## src/rtl/ram16_burst_master.sv

```systemverilog
// Word-level initiator for one ram16 bit-serial memory: turns a 16-bit request into a burst of single-bit accesses.
// Optional macro RAM16_WRITE_VERIFY_EN adds a sticky verify_err output that compares write echoes against the sent bits.
module ram16_burst_master #(
  parameter int BURST_LEN = 16
) (
  input  logic        clk,
  input  logic        reset,
  input  logic        req_valid,
  output logic        req_ready,
  input  logic        req_write,
  input  logic [15:0] req_wdata,
  output logic        rsp_valid,
  output logic [15:0] rsp_rdata,
  output logic        mem_we,
  output logic        mem_set,
  output logic        mem_a0,
  output logic        mem_a1,
  output logic        mem_a2,
  output logic        mem_a3,
`ifdef RAM16_WRITE_VERIFY_EN
  output logic        verify_err,
`endif
  input  logic        mem_result
);

  typedef enum logic [1:0] {IDLE, XFER, DRAIN} state_e;

  localparam logic [3:0] LAST = 4'(BURST_LEN - 1);

  state_e      state_q, state_d;
  logic [3:0]  cnt_q, cnt_d;
  logic        write_q, write_d;
  logic [15:0] wdata_q, wdata_d;
  logic [15:0] shift_q, shift_d;
  logic [15:0] rdata_q, rdata_d;
  logic        rsp_valid_q, rsp_valid_d;
  logic        ready_q, ready_d;
  logic        we_q, we_d;
  logic        set_q, set_d;
  logic [3:0]  addr_q, addr_d;
  logic        cap_en;
  logic [3:0]  cap_idx;
`ifdef RAM16_WRITE_VERIFY_EN
  logic        err_q, err_d;
`endif

  // mem_result lags the address by one cycle, so the bit arriving now belongs to the previous address.
  assign cap_en  = ((state_q == XFER) && (cnt_q != 4'd0)) || (state_q == DRAIN);
  assign cap_idx = (state_q == DRAIN) ? cnt_q : (cnt_q - 4'd1);

  always_comb begin
    state_d     = state_q;
    cnt_d       = cnt_q;
    write_d     = write_q;
    wdata_d     = wdata_q;
    shift_d     = shift_q;
    rdata_d     = rdata_q;
    rsp_valid_d = 1'b0;
    ready_d     = 1'b0;
    we_d        = 1'b0;
    set_d       = 1'b0;
    addr_d      = addr_q;
`ifdef RAM16_WRITE_VERIFY_EN
    err_d       = err_q;
    if (cap_en && write_q && (mem_result != wdata_q[cap_idx])) err_d = 1'b1;
`endif
    if (cap_en && !write_q) shift_d[cap_idx] = mem_result;

    case (state_q)
      IDLE: begin
        addr_d = 4'd0;
        if (req_valid && ready_q) begin
          state_d = XFER;
          cnt_d   = 4'd0;
          write_d = req_write;
          wdata_d = req_wdata;
          shift_d = 16'h0000;
          we_d    = req_write;
          set_d   = req_write & req_wdata[0];
`ifdef RAM16_WRITE_VERIFY_EN
          err_d   = 1'b0;
`endif
        end else begin
          ready_d = 1'b1;
        end
      end
      XFER: begin
        if (cnt_q == LAST) begin
          state_d = DRAIN;
        end else begin
          cnt_d  = cnt_q + 4'd1;
          addr_d = cnt_q + 4'd1;
          we_d   = write_q;
          set_d  = write_q & wdata_q[cnt_q + 4'd1];
        end
      end
      DRAIN: begin
        state_d     = IDLE;
        rsp_valid_d = 1'b1;
        ready_d     = 1'b1;
        addr_d      = 4'd0;
        if (!write_q) rdata_d = shift_d;
      end
      default: state_d = IDLE;
    endcase
  end

  always_ff @(posedge clk or posedge reset) begin
    if (reset) begin
      state_q     <= IDLE;
      cnt_q       <= 4'd0;
      write_q     <= 1'b0;
      wdata_q     <= 16'h0000;
      shift_q     <= 16'h0000;
      rdata_q     <= 16'h0000;
      rsp_valid_q <= 1'b0;
      ready_q     <= 1'b1;
      we_q        <= 1'b0;
      set_q       <= 1'b0;
      addr_q      <= 4'd0;
`ifdef RAM16_WRITE_VERIFY_EN
      err_q       <= 1'b0;
`endif
    end else begin
      state_q     <= state_d;
      cnt_q       <= cnt_d;
      write_q     <= write_d;
      wdata_q     <= wdata_d;
      shift_q     <= shift_d;
      rdata_q     <= rdata_d;
      rsp_valid_q <= rsp_valid_d;
      ready_q     <= ready_d;
      we_q        <= we_d;
      set_q       <= set_d;
      addr_q      <= addr_d;
`ifdef RAM16_WRITE_VERIFY_EN
      err_q       <= err_d;
`endif
    end
  end

  assign req_ready = ready_q;
  assign rsp_valid = rsp_valid_q;
  assign rsp_rdata = rdata_q;
  assign mem_we    = we_q;
  assign mem_set   = set_q;
  assign mem_a0    = addr_q[3];
  assign mem_a1    = addr_q[2];
  assign mem_a2    = addr_q[1];
  assign mem_a3    = addr_q[0];
`ifdef RAM16_WRITE_VERIFY_EN
  assign verify_err = err_q;
`endif

endmodule

```

## config.mk

```make
export PLATFORM = sky130hd
export DESIGN_NAME = ram16_burst_master
export DESIGN_NICKNAME = d
export VERILOG_FILES = /design/src/rtl/ram16_burst_master.sv
export SDC_FILE = /design/constraint.sdc
export NUM_CORES = 1
export LEC_CHECK = 0
export ABC_AREA = 1
export CAP_MARGIN = 10
export CORE_UTILIZATION = 40
export CTS_CLUSTER_SIZE = 14
export DETAILED_ROUTE_END_ITERATION = 8
export GPL_TIMING_DRIVEN = 0
export PLACE_DENSITY = 0.67
export SYNTH_ARGS = -nofsm -noshare
export SYNTH_HDL_FRONTEND = slang
export SYNTH_SLANG_ARGS = --single-unit
```

## constraint.sdc

```tcl
create_clock -name clk -period 4.65 [get_ports clk]
set_input_delay 1.1625 -clock clk [delete_from_list [all_inputs] [get_ports clk]]
set_output_delay 1.1625 -clock clk [all_outputs]
set_load 0.005 [all_outputs]
```

==> results of run 1 <==
==> Yosys cell counts <==
cell	count	area share
nand4_4	1	0.0066
inv_1	26	0.030
buf_2	2	0.0031
buf_4	1	0.0023
ha_1	2	0.0077
clkinv_2	2	0.0031
o21ai_0	16	0.025
inv_4	2	0.0039
clkbuf_1	8	0.0093
nand2_4	6	0.021
o21bai_2	12	0.042
inv_2	6	0.0070
nand2_1	124	0.14
nor2_2	1	0.0019
o21ai_2	2	0.0054
o22ai_1	1	0.0019
xor2_4	2	0.017
dfstp_2	1	0.0081
xor2_1	2	0.0054
nand3_4	6	0.032
nor2_8	1	0.0062
nor2_1	33	0.038
buf_6	1	0.0035
buf_12	1	0.0062
o211ai_1	5	0.012
a21oi_1	4	0.0062
nand2_2	4	0.0077
nand3_1	36	0.056
dfrtp_1	62	0.48
nand2_8	1	0.0062
nor2_4	1	0.0035
==> metal layers <==
metal	wire length (um)	up-vias	part of all wire
met3	209	11	0.032
met2	3100	51	0.48
met5	0	-	0
met1	3010	1213	0.47
li1	-	1287	-
met4	154	0	0.024
==> how the worst min path moves through the flow <==
stage                        from            end  slack (ns)  depth (start not counted)
finish              rsp_rdata[14]  rsp_rdata[14]        0.48                          2
global route           wdata_q[5]     wdata_q[5]        0.50                          2
CTS                  rsp_rdata[5]   rsp_rdata[5]        0.48                          2
detailed placement   rsp_rdata[5]   rsp_rdata[5]        0.47                          2
global placement     rsp_rdata[9]   rsp_rdata[9]        0.46                          2
floorplan             wdata_q[13]    wdata_q[13]        0.44                          2
==> tightest hold or removal path, stage by stage, from the launching register on <==
cell and delay [ns]:
dfrtp_1 0.34, nand2_1 0.05, nand2_1 0.05
==> where the power goes <==
part	internal (mW)	switching (mW)	total (mW)	leakage (nW)
Sequential	0.760	0.0989	0.859	0.814
Combinational	0.499	0.775	1.27	1.08
Clock	0.235	0.202	0.437	0.0898
Total	1.49	1.08	2.57	1.98
==> kinds of logic after synthesis <==
logic type      synth area share
buf+inv                   0.0684
xor+xnor                  0.0224
compound gates            0.0915
flops                      0.487
fa+ha+maj                0.00772
simple gates               0.323
==> state kept, by name, indices dropped and copies added, names as in the netlist <==
| name | cells |
|---|---|
| rsp_rdata | 16 |
| shift_q | 16 |
| wdata_q | 16 |
| addr_q | 4 |
| cnt_q | 4 |
| state_q | 2 |
| mem_set | 1 |
| mem_we | 1 |
| req_ready | 1 |
| rsp_valid | 1 |
| write_q | 1 |
==> area by class of cell <==
cell class | instances | area share
sequential | 63 | 0.394
multi-input combinational | 260 | 0.360
timing repair buffer | 45 | 0.115
clock buffer | 15 | 0.0441
inverter | 36 | 0.0356
tap | 102 | 0.0319
buffer | 13 | 0.0197
==> through the flow <==
| stage | setup WS, ns | hold WS (ns) |
|---|---|---|
| 2_1_floorplan | 1.92 | 0.444 |
| 3_3_place_gp | 0.742 | 0.461 |
| 3_5_place_dp | 1.97 | 0.465 |
| 4_1_cts | 2.11 | 0.483 |
| 5_1_grt | 2.10 | 0.496 |
| 6_report | 2.13 | 0.477 |
==> results.json, run 1 <==
{
  "r2r_end": "shift_q[2]",
  "power.leakage_nw": 1.98,
  "cp_cell_sequence": "clkdlybuf4s50_1",
  "antenna_found_initial": 0,
  "cpLargestDelayFamily": "flip-flops",
  "end_kind": "primary output",
  "grtUsageMet2": 0.272,
  "met1_usage": 0.234,
  "critPathLaunchType": "register",
  "tightest_slew_ns": 0.684,
  "ys_types": 31,
  "die_area_um2": 8460,
  "area_growth_pct": 23.6,
  "required_ns": 3.49,
  "grt_max_degree": 33,
  "syn_inst": 372,
  "drc": 0,
  "dr.pass1.iters": 4,
  "fin_nets": 451,
  "critPathBufInv": 1,
  "slowest_delay_ns": 0.53,
  "vias_per_cell": 4.80,
  "totalWireLength_um": 6480,
  "cp_data_arrival_time_ns": 1.36,
  "avgRoutedWirePerCell_um": 12.1,
  "h-tree-depth": 3,
  "drive_gt1_frac": 0.155,
  "ys_seq_area_frac": 0.487,
  "status": "complete, no violations",
  "placed_cells": 519,
  "timing.final.setup_violations": 0,
  "instances_no_fill": 534,
  "clk_pin_slew_ns": 0.07,
  "startpoint": "req_ready",
  "powerDensity_nw_per_um2": 642,
  "grtUsageMet3": 0.0299,
  "hold_path.class": "reg2reg",
  "gp_congestion": 0.858,
  "regArea_um2": 1580,
  "num_rows": 32,
  "start_util": 0.417,
  "cts_made_buffers": 9,
  "final.setup.tns_ns": 0,
  "worstRegToRegCells": 13,
  "finClkSkew_ns": 0.00584,
  "multi_input_area_um2": 1440,
  "clock.fmax_ghz": 0.396,
  "fill_cells": 754,
  "relSlewSlack": 0.544,
  "hold_viol_final": 0,
  "port_buffers": 44,
  "coreArea_um2": 7770,
  "grt_setup_unrepaired": "no",
  "vias": 2562,
  "crit_path_max_fanout": 2,
  "hold_buffers": 0,
  "ys_warn_count": 0,
  "grt-ovfl-total": 0,
  "ant_nets": 0,
  "cts.sinks": 63,
  "place_area_um2": 3830,
  "clockBufferDepth": 2,
  "utilization": 0.515,
  "hpwl_um": 4620,
  "busiest_layer": "met2",
  "final_common_cell": "nand2_1",
  "clk_latency_ns": 0.35,
  "ios": 45,
  "vdd_drop_max_mv": 0.235,
  "layout_common_cells": "124 x nand2_1, 62 x dfrtp_1, 44 x clkdlybuf4s50_1",
  "syn_area_um2": 3240,
  "r2r_setup_slack_ns": 2.45,
  "synth-seq-cells": 63,
  "post_cts_buffers": 0,
  "tritoncts": "built",
  "critical_path.slowest_cell": "dfstp_2",
  "stdcell_area_um2": 4000,
  "slew_viol_final": 0,
  "grt_pass1_vias": 2490,
  "cts_root_buf": "clkbuf_8",
  "path_class": "reg2out",
  "timing.rr.start": "cnt_q[0]",
  "crit_end": "req_ready",
  "period_needed_ns": 2.52,
  "finalCritPeriodShare": 0.543,
  "post_cts_resized": 0,
  "drt-initial-drc-count": 156,
  "syn_area_per_cell_um2": 8.71,
  "diodes": 0,
  "die_w_um": 92.0,
  "die_h_um": 92.0,
  "crit_cells": 1,
  "total_power_mw": 2.57,
  "grt_pass1_wl_um": 11400,
  "drv_cap": 0,
  "grt_usage": 0.176,
  "synth_fp_nets": 395
}
No activity file was read; power rests on OpenSTA's default activity.
==> run 2, diff against run 1 <==
--- a/config.mk
+++ b/config.mk
@@ -11,7 +11,7 @@
 export CTS_CLUSTER_SIZE = 14
 export DETAILED_ROUTE_END_ITERATION = 8
 export GPL_TIMING_DRIVEN = 0
-export PLACE_DENSITY = 0.67
+export PLACE_DENSITY = 0.7
 export SYNTH_ARGS = -nofsm -noshare
 export SYNTH_HDL_FRONTEND = slang
 export SYNTH_SLANG_ARGS = --single-unit
==> constraint.sdc (replaced) <==
create_clock -name clk -period 2.1 [get_ports clk]
set_input_delay 0.525 -clock clk [delete_from_list [all_inputs] [get_ports clk]]
set_output_delay 0.525 -clock clk [all_outputs]
set_load 0.005 [all_outputs]
==> run 2 against run 1 <==
Final cell count did not move. Total power rose by 130%. Routed wire length fell by 0.39%. Core utilization rose by 0.32 points.
==> results.json, run 2 (same netlist as run 1, synthesis figures left out) <==
{
  "status": "complete, no violations",
  "ant_nets": 0,
  "tritoncts": "built",
  "hold_viol_final": 0,
  "critical_path.slowest_cell": "dfrtp_1",
  "powerDensity_nw_per_um2": 1440,
  "slowest_delay_ns": 0.39,
  "grt_pass1_wl_um": 11400,
  "final_common_cell": "nand2_1",
  "clockBufferDepth": 2,
  "grt_setup_unrepaired": "no",
  "place_ws_ns": -0.0786,
  "clk_latency_ns": 0.34,
  "clk_pin_slew_ns": 0.07,
  "drv_cap": 0,
  "fill_cells": 717,
  "grt_max_degree": 34,
  "num_rows": 32,
  "finalWorstSetupSlack_ns": 0.219,
  "area_growth_pct": 24.4,
  "hold_path.class": "reg2reg",
  "critPathLaunchType": "register",
  "drc": 0,
  "start_util": 0.417,
  "multi_input_area_um2": 1450,
  "dr.pass1.iters": 4,
  "cp_data_arrival_time_ns": 2.11,
  "coreArea_um2": 7770,
  "min_path_cells": 2,
  "regArea_um2": 1580,
  "vdd_drop_max_mv": 0.683,
  "hpwl_um": 4690,
  "diodes": 0,
  "cts_root_buf": "clkbuf_8",
  "die_w_um": 92.0,
  "required_ns": 2.33,
  "h-tree-depth": 3,
  "ios": 45,
  "avgRoutedWirePerCell_um": 12.1,
  "total_power_mw": 5.80,
  "path_class": "reg2reg",
  "port_buffers": 44,
  "tightest_slew_ns": 0.669,
  "cp_cell_sequence": "buf_4, inv_6, ha_4, inv_1, nand2_1, o21ai_2, nand3_4, nor2_1, nand2_1, nand3_1, nand2_1",
  "finalCritPeriodShare": 0.896,
  "crit_path_max_fanout": 10,
  "die_h_um": 92.0,
  "worstRegToRegCells": 11,
  "vias": 2528,
  "final.setup.tns_ns": 0,
  "period_needed_ns": 1.88,
  "antenna_found_initial": 0,
  "end_kind": "register",
  "layout_common_cells": "124 x nand2_1, 62 x dfrtp_1, 44 x clkdlybuf4s50_1",
  "cts_made_buffers": 9,
  "grt_usage": 0.173,
  "power.leakage_nw": 1.99,
  "finClkSkew_ns": 0.00667,
  "die_area_um2": 8460,
  "clock.fmax_ghz": 0.532,
  "drt-initial-drc-count": 140,
  "fin_nets": 450,
  "drive_gt1_frac": 0.162,
  "grt-ovfl-total": 0,
  "vias_per_cell": 4.73,
  "grt_pass1_vias": 2511,
  "relSlewSlack": 0.553,
  "timing.final.setup_violations": 0,
  "slew_viol_final": 0,
  "totalWireLength_um": 6450,
  "path_common_cell": "nand2_1",
  "cts.sinks": 63,
  "gp_congestion": 0.887
}
[run 2: changes by cell type in the layout (fill, tap and decap cells not counted), sizes merged]
cell    previous run  this run
clkbuf            23        19
clkinv             2         5
bufinv             0         1
[run 2: final cells by class]
cell class	instances	share of cell area
multi-input cells	260	0.361
flip-flops and latches	63	0.392
clock buffers	12	0.0360
inverters	36	0.0360
repair buffers	45	0.114
plain buffers	12	0.0186
well taps	102	0.0317
clock inverters	4	0.0112
[run 2: power breakdown]
part	total, mW	switching [mW]	internal, mW
combinational	2.86	1.72	1.14
clock	1.03	0.456	0.575
sequential	1.90	0.219	1.68
total	5.80	2.40	3.40
[run 2: path summary, 6_finish.rpt]
check,slack (ns),end,startpoint
max reg2reg,0.22,rsp_rdata[15],cnt_q[0]
min in group asynchronous,0.61,rsp_rdata[6],reset
max in group asynchronous,0.83,req_ready,reset
min,0.48,rsp_rdata[9],rsp_rdata[9]
min reg2reg,0.48,rsp_rdata[9],rsp_rdata[9]
max,0.22,rsp_rdata[15],cnt_q[0]
[run 2: worst max-delay path, delay by kind of cell, from the launching register on]
family	cells	cell delay (ns)
AOI/OAI and AO/OA	1	0.12
adders and majority gates	1	0.25
buffers and inverters	3	0.40
DFF	1	0.39
and+or+nand+nor	6	0.60
[run 2: per-layer routing]
layer  vias up  track usage  part of all wire
met5         -            0                 0
met4         0       0.0677             0.020
met3        11       0.0439             0.034
met2        43        0.278              0.48
met1      1191        0.225              0.47
li1       1283            -                 -
[run 2: what timing repair did]
item / 4_1_cts / 5_1_grt
buffers inserted: 0 / 0
resized for setup: 0 / 3
hold buffers: 0 / 0
endpoints found under the setup margin: 31 / 32
[run 2: stage by stage]
stage / util / hold slack (ns) / cell area, um2 / instances
4_1_cts: 0.517 / 0.478 / 4010 / 534
2_1_floorplan: - / 0.444 / 3240 / 372
3_3_place_gp: 0.490 / 0.464 / 3810 / 518
5_1_grt: 0.519 / 0.506 / 4030 / 534
3_5_place_dp: 0.493 / 0.461 / 3830 / 519
6_report: 0.519 / 0.476 / 4030 / 534
